## config.mk

```make
export PLATFORM = sky130hd
export DESIGN_NAME = maze_mem_arbiter
export DESIGN_NICKNAME = d
export VERILOG_FILES = /design/src/rtl/maze_pkg.sv /design/src/rtl/maze_rr_pick.sv /design/src/rtl/maze_mem_arbiter.sv
export SDC_FILE = /design/constraint.sdc
export NUM_CORES = 1
export LEC_CHECK = 0
export BUFFER_PORTS_ARGS = -buffer_cell sky130_fd_sc_hd__buf_2
export CAP_MARGIN = 20
export CORE_ASPECT_RATIO = 0.6
export CORE_MARGIN = 2
export CORE_UTILIZATION = 51
export CTS_BUF_LIST = sky130_fd_sc_hd__clkbuf_8
export DETAILED_ROUTE_END_ITERATION = 12
export PLACE_DENSITY_LB_ADDON = 0.15
export RECOVER_POWER = 50
export SLEW_MARGIN = 5
export SYNTH_ARGS = -nofsm -noshare
export SYNTH_HDL_FRONTEND = slang
export SYNTH_SLANG_ARGS = --single-unit
export TNS_END_PERCENT = 5
```

## constraint.sdc

```tcl
create_clock -name clk -period 2.1 [get_ports clk]
set_input_delay 0.21 -clock clk [delete_from_list [all_inputs] [get_ports clk]]
set_output_delay 0.21 -clock clk [all_outputs]
set_load 0.1 [all_outputs]
```

## src/rtl/maze_pkg.sv

```systemverilog
// maze_pkg: shared state encoding and size defaults for the maze solver memory path
package maze_pkg;
  typedef enum logic [1:0] {IDLE, ISSUE, RESP} state_t;
  localparam int AW_DEF        = 8;
  localparam int DW_DEF        = 1;
  localparam int MAX_BURST_DEF = 15;
endpackage

```

## src/rtl/maze_rr_pick.sv

```systemverilog
// maze_rr_pick: 2-way round-robin pick; a tie goes to the requester that did not own last
module maze_rr_pick (
  input  logic req0,
  input  logic req1,
  input  logic last_owner,
  output logic valid,
  output logic winner
);
  assign valid  = req0 | req1;
  assign winner = (req0 & req1) ? ~last_owner : req1;
endmodule

```

## src/rtl/maze_mem_arbiter.sv

```systemverilog
// maze_mem_arbiter: two-requester arbiter onto a single-port synchronous-read maze cell memory
module maze_mem_arbiter
  import maze_pkg::*;
#(
  parameter int AW        = AW_DEF,
  parameter int DW        = DW_DEF,
  parameter int MAX_BURST = MAX_BURST_DEF
) (
  input  logic          clk,
  input  logic          rst,
  input  logic          req0,
  input  logic          req1,
  input  logic          lock0,
  input  logic          lock1,
  input  logic          we0,
  input  logic          we1,
  input  logic [AW-1:0] addr0,
  input  logic [AW-1:0] addr1,
  input  logic [DW-1:0] wd0,
  input  logic [DW-1:0] wd1,
  output logic          gnt0,
  output logic          gnt1,
  output logic          ack0,
  output logic          ack1,
  output logic [DW-1:0] rdata,
  output logic          mem_en,
  output logic          mem_wr,
  output logic [AW-1:0] mem_addr,
  output logic [DW-1:0] mem_din,
  input  logic [DW-1:0] mem_dout,
  output logic          busy
);
  localparam int BW = $clog2(MAX_BURST + 1);
  localparam logic [BW-1:0] MAXB = BW'(MAX_BURST);
  state_t state_q, state_d;
  logic owner_q, owner_d, last_q, last_d, we_q, we_d;
  logic [BW-1:0] burst_q, burst_d;
  logic [AW-1:0] addr_q, addr_d;
  logic [DW-1:0] wd_q, wd_d;
  logic in_resp, in_issue, pick_last, pick_valid, pick_winner;
  logic req_own, req_oth, lock_own, cont, arb, src;
  assign in_resp   = state_q == RESP;
  assign in_issue  = state_q == ISSUE;
  // in the ack cycle the current owner counts as last owner already
  assign pick_last = in_resp ? owner_q : last_q;
  maze_rr_pick u_pick (
    .req0       (req0),
    .req1       (req1),
    .last_owner (pick_last),
    .valid      (pick_valid),
    .winner     (pick_winner)
  );
  always_comb begin
    req_own  = owner_q ? req1 : req0;
    req_oth  = owner_q ? req0 : req1;
    lock_own = owner_q ? lock1 : lock0;
    cont     = in_resp & lock_own & req_own & ((burst_q < MAXB) | ~req_oth);
    arb      = ((state_q == IDLE) | (in_resp & ~cont)) & pick_valid;
    src      = cont ? owner_q : pick_winner;
    state_d  = (cont | arb) ? ISSUE : (in_issue ? RESP : IDLE);
    owner_d  = (cont | arb) ? src : owner_q;
    last_d   = in_resp ? owner_q : last_q;
    we_d     = (cont | arb) ? (src ? we1 : we0) : we_q;
    addr_d   = (cont | arb) ? (src ? addr1 : addr0) : addr_q;
    wd_d     = (cont | arb) ? (src ? wd1 : wd0) : wd_q;
    burst_d  = arb ? BW'(1) : (cont ? ((burst_q == MAXB) ? burst_q : burst_q + BW'(1)) : burst_q);
  end
  always_ff @(posedge clk or posedge rst) begin
    if (rst) begin
      state_q <= IDLE;
      owner_q <= 1'b0;
      last_q  <= 1'b1;
      burst_q <= '0;
      we_q    <= 1'b0;
      addr_q  <= '0;
      wd_q    <= '0;
    end else begin
      state_q <= state_d;
      owner_q <= owner_d;
      last_q  <= last_d;
      burst_q <= burst_d;
      we_q    <= we_d;
      addr_q  <= addr_d;
      wd_q    <= wd_d;
    end
  end
  assign busy     = state_q != IDLE;
  assign gnt0     = busy & ~owner_q;
  assign gnt1     = busy & owner_q;
  assign ack0     = in_resp & ~owner_q;
  assign ack1     = in_resp & owner_q;
  assign rdata    = in_resp ? mem_dout : '0;
  assign mem_en   = in_issue;
  assign mem_wr   = in_issue & we_q;
  assign mem_addr = in_issue ? addr_q : '0;
  assign mem_din  = in_issue ? wd_q : '0;
endmodule

```

== Yosys cells after proc, flatten, opt, wreduce, memory -nomap -nowiden ==
Cells that the tools add are included.
Operators by class
  $add $sub $neg: 1
  $lt $le $gt $ge: 1
  equality and inequality tests: 4
  multiplexer cells: 17
  bitwise operators: 19
  reduce and logical (&&, ||, !) cells: 4
Operator list (count)
  $mux 8: 2
  $mux 4: 3
  $and 1x1->1: 11
  $mux 1: 10
  $add 4x1->4 const B: 1
  $eq 4x4->1 const B: 1
  $lt 4x4->1 const B: 1
  $mux 2: 2
  $not 1->1: 4
  $or 1x1->1: 4
  $reduce_bool 2->1: 2
  $eq 2x1->1 const B: 1
  $eq 2x2->1 const B: 1
  $logic_not 2->1: 1
  $ne 2x2->1 const B: 1
  $reduce_and 2->1: 1
Storage, ports and cells
  register bits: 18
  input port bits: 27
  word-level logic and storage cells: 53

== Longest topological paths before layout ==
  word-level depth: 10
  depth in mapped cells: 7

== Cells and area by module ==
Synthesis repeated with hierarchy kept, for this count alone.
Unflattened totals
  cell total of the unflattened synthesis: 141
  area, all modules: 1318.8 um^2
Modules (own cells, without submodules)
  maze_mem_arbiter: times used 1, cells an instance 139, area each 1305.0 um^2
  maze_rr_pick: times used 1, cells an instance 2, area each 13.8 um^2

== Least setup slack after synthesis ==
Ideal clock, no wire load.
  kind: flip-flop to output port
  from: register state_q[1]
  to: output mem_addr[0]
  arrival time: 2.472 ns
  required time: 1.890 ns
  path slack: -0.582 ns
  stages on the path, launching flop included: 5
  buffers on the path: 2
  cell sequence: dfrtp_1 > buf_2 > nor2b_1 > clkbuf_1 > and2_1
On the way
  longest elaborated chain between the ends: 2
Ends and longest elaborated chain
  from (decl): line maze_mem_arbiter.sv:35  | state_t state_q, state_d;
  from (signal assigned): line maze_mem_arbiter.sv:78  | state_q <= state_d;
  $eq 2x1->1: line maze_mem_arbiter.sv:43  | assign in_issue = state_q == ISSUE;
  via mem_en: line maze_mem_arbiter.sv:26  | output logic mem_en,
  $mux 8: line maze_mem_arbiter.sv:95  | assign mem_addr = in_issue ? addr_q : '0;
  to (decl): line maze_mem_arbiter.sv:28  | output logic [AW-1:0] mem_addr,
The timed path passes the listed nets, and every way through them passes these cells.

== Worst setup path in the final report ==
  from: register owner_q
  to: register addr_q[3]
On the way
  longest elaborated chain between the ends: 9
Ends and longest elaborated chain
  from (decl): line maze_mem_arbiter.sv:36  | logic owner_q, owner_d, last_q, last_d, we_q, we_d;
  from (signal assigned): line maze_mem_arbiter.sv:79  | owner_q <= owner_d;
  $mux 1 (on tied branches): line maze_mem_arbiter.sv:56, maze_mem_arbiter.sv:55
  $and 1x1->1 or $not 1->1 (tied branches): line maze_mem_arbiter.sv:57  | cont = in_resp & lock_own & req_own & ((burst_q < MAXB) | ~req_oth);
  $and 1x1->1 or $or 1x1->1 (tied branches): line maze_mem_arbiter.sv:57
  $and 1x1->1: line maze_mem_arbiter.sv:57
  $not 1->1: line maze_mem_arbiter.sv:58  | arb = ((state_q == IDLE) | (in_resp & ~cont)) & pick_valid;
  $and 1x1->1: line maze_mem_arbiter.sv:58
  $or 1x1->1: line maze_mem_arbiter.sv:58
  $and 1x1->1: line maze_mem_arbiter.sv:58
  $or 1x1->1: line maze_mem_arbiter.sv:64  | addr_d = (cont | arb) ? (src ? addr1 : addr0) : addr_q;
  to (signal assigned): line maze_mem_arbiter.sv:83  | addr_q <= addr_d;
  to (decl): line maze_mem_arbiter.sv:38  | logic [AW-1:0] addr_q, addr_d;
Several ways; a longest one is shown, not always the timed one.
A chain may end at the register's enable or synchronous reset.

==> impl_results.md <==
* Row cnt at 13
* Sequential cell area fraction in the yosys report at 0.366
* Hold Buf Count CTS at 0
* CTS resizes at 0
* Non-Filler Instances at 205
* Die width at 67.5 um
* #FFs+latches synth at 18
* Inst Count DP at 201
* Post-Syn Area at 0.00123 mm2
* Measured slew at the worst slew-check pin at 0.687 ns
* Worst Skew at 0.00625 ns
* Residual DRC at 0
* Filler cell count at 160
* Syn Area/Cell at 9.20 um2
* Synth area leader: dfrtp_1
* Starting Density at 0.553
* Port Buffers at 43
* Maximum VDD drop at 0.521 mV
* Num Clock Sinks at 18
* Synthesis-to-finish area growth at 34.7%
* Via count at 1163
* Leakage at 0.791 nW
* Largest net degree at the start of global routing at 19
* Count of cell types in the netlist at 32
* Area of the multi-input gates at 687 um2
* Antenna violations before repair at 0
* TritonCTS clock tree: built
* Setup tns final at 0 ns
* Gate Count Post-Synth at 134
* Crit path max fanout at 12
* Nets@finish at 204
* Outcome: completed
* Gp weighted congestion at 0.832
* DP Wirelength at 2.38 mm
* CP required at 2.21 ns
* WS Path Type: reg2reg
* Ranking of synthesized cells by area: dfrtp_1 35%, a211o_1 7.1%, o221ai_1 7.1%
* First-pass GRT wire length at 5.00 mm
* Root buf cell: clkbuf_8
* Most frequent cells in the layout: 31 x buf_2, 17 x dfrtp_1, 13 x a21oi_1, 12 x inv_1, 12 x and2_1
* TritonCTS Buffers at 3
* WL per Instance at 15.1 um
* Period minus WS final at 1.98 ns
* Total die area at 0.00284 mm2
* P per Cell Area at 1050 mW/mm2
* Clk slew on worst S/H paths at 0.07 ns
* Post-Syn Nets at 162
* 1st-iter DRT viols at 72
* Synth warnings at 0
* Endpoint class of the critical path: flip-flop
* Core Area at 0.00223 mm2
* Max-cap violations at 0
* Die height at 42.1 um
* Final hold vios at 0
* Fmax at 505 MHz
* Post-CTS Setup Inserts at 0
* ANT cells at 0
* Register Area at 452 um2
* Max-slew violations at 0
* Clock tree buffer depth at 2
* CTS H-tree lvls at 1
* CP arrival at 2.09 ns
* Total track usage at 0.231
* Fin area at 0.00166 mm2
* Share of layout cells above drive strength 1 at 0.371
* Relative slew slack at 0.542
* Worst Hold Class: in2async
* Unrepaired setup endpoints after global routing: no
* Commonest non-fill, non-tap cell in the layout: buf_2
* Post-layout util at 0.745
* Global route overflow at 0
* Routed WL at 3.10 mm
* Dpl cell area at 0.00161 mm2
* Fin crit share at 0.943
* Share of the synthesized area in the top cell type at 0.345
* Final setup fails at 0
* Vias/cell at 5.67
* Final antenna-violating net count at 0
* Pre-Repair DR Iteration Count at 4
* Startpoint type of the worst setup path: flip-flop
* Worst hold slack at 0.0527 ns
* I/O pin cnt at 44
* Clock latency on the worst-skew pair at 0.25 ns
* Vias in the first global route at 1061
==> cell usage after synthesis <==
library cell	count
dfrtp_1	17
a21oi_1	13
and2_1	13
inv_1	12
or2_2	11
a211o_1	10
o221ai_1	10
and3_1	5
nor2b_1	5
clkbuf_1	4
o21ai_0	4
nor2_1	3
a21o_1	2
buf_2	2
buf_6	2
mux2i_1	2
nand2b_1	2
nand3_1	2
o21a_1	2
and3b_1	1
buf_1	1
dfstp_2	1
ha_1	1
mux2i_4	1
nand2_1	1
nand4_1	1
o2111a_1	1
o2111ai_2	1
o21ba_2	1
o221a_4	1
o2bb2ai_1	1
xnor2_1	1
==> per-stage QoR <==
step           power, W  setup slack, ns
4_1_cts         0.00176            0.140
5_1_grt         0.00183           0.0201
2_1_floorplan   0.00120          -0.0858
3_3_place_gp    0.00145            0.284
3_5_place_dp    0.00148            0.170
6_report        0.00175            0.120
==> worst paths after layout <==
path                       startpoint          to  slack, ns  depth (start not counted)
max                           owner_q   addr_q[3]       0.12                          4
min                               rst  burst_q[3]       0.05                          2
max reg2reg                   owner_q   addr_q[3]       0.12                          4
min reg2reg                    last_q      last_q       0.52                          1
max in group asynchronous         rst  burst_q[2]       1.61                          2
min in group clk             addr1[2]   addr_q[2]       0.18                          3
==> report_power, final <==
part           internal [W]  switching [W]  total [W]
combinational      0.000325       0.000650   0.000975
clock              0.000166       0.000112   0.000278
sequential         0.000434      0.0000610   0.000495
==> kinds of logic (layout without fill, tap and decap cells) <==
kind of cell | count (synthesis) | count (layout) | synth area share
AO/OA/AOI/OAI | 46 | 46 | 0.288
flip-flops | 18 | 18 | 0.367
adder cells (fa/ha/maj) | 1 | 1 | 0.0102
XOR/XNOR | 1 | 1 | 0.00711
buffers and inverters | 21 | 62 | 0.0782
multiplexers | 3 | 3 | 0.0345
AND/OR/NAND/NOR | 44 | 44 | 0.215
==> final cells by class <==
class	instances	share of cell area
Multi-Input combinational cell	95	0.414
Tap cell	30	0.0226
Timing Repair Buffer	46	0.231
Sequential cell	18	0.272
Clock buffer	4	0.0332
Inverter	12	0.0271
==> registers in the layout, summed over array words and instances, names as in the netlist <==
| signal | count |
|---|---|
| addr_q | 8 |
| burst_q | 4 |
| state_q | 2 |
| last_q | 1 |
| owner_q | 1 |
| wd_q | 1 |
| we_q | 1 |
==> per-layer routing <==
metal  up-vias  part of all wire  global-route usage
li1        565                 -                   -
met3         2             0.068              0.0618
met5         -                 0                   0
met1       547              0.48               0.353
met2        49              0.45               0.333
met4         0            0.0026              0.0286
==> worst max-delay path, cell delays in order, from the launching register on <==
cell and delay, ns:
dfrtp_1 0.52, mux2i_1 0.39, o221a_4 0.34, mux2i_4 0.43, a21oi_1 0.15
Power figures use the tool's default switching activity.
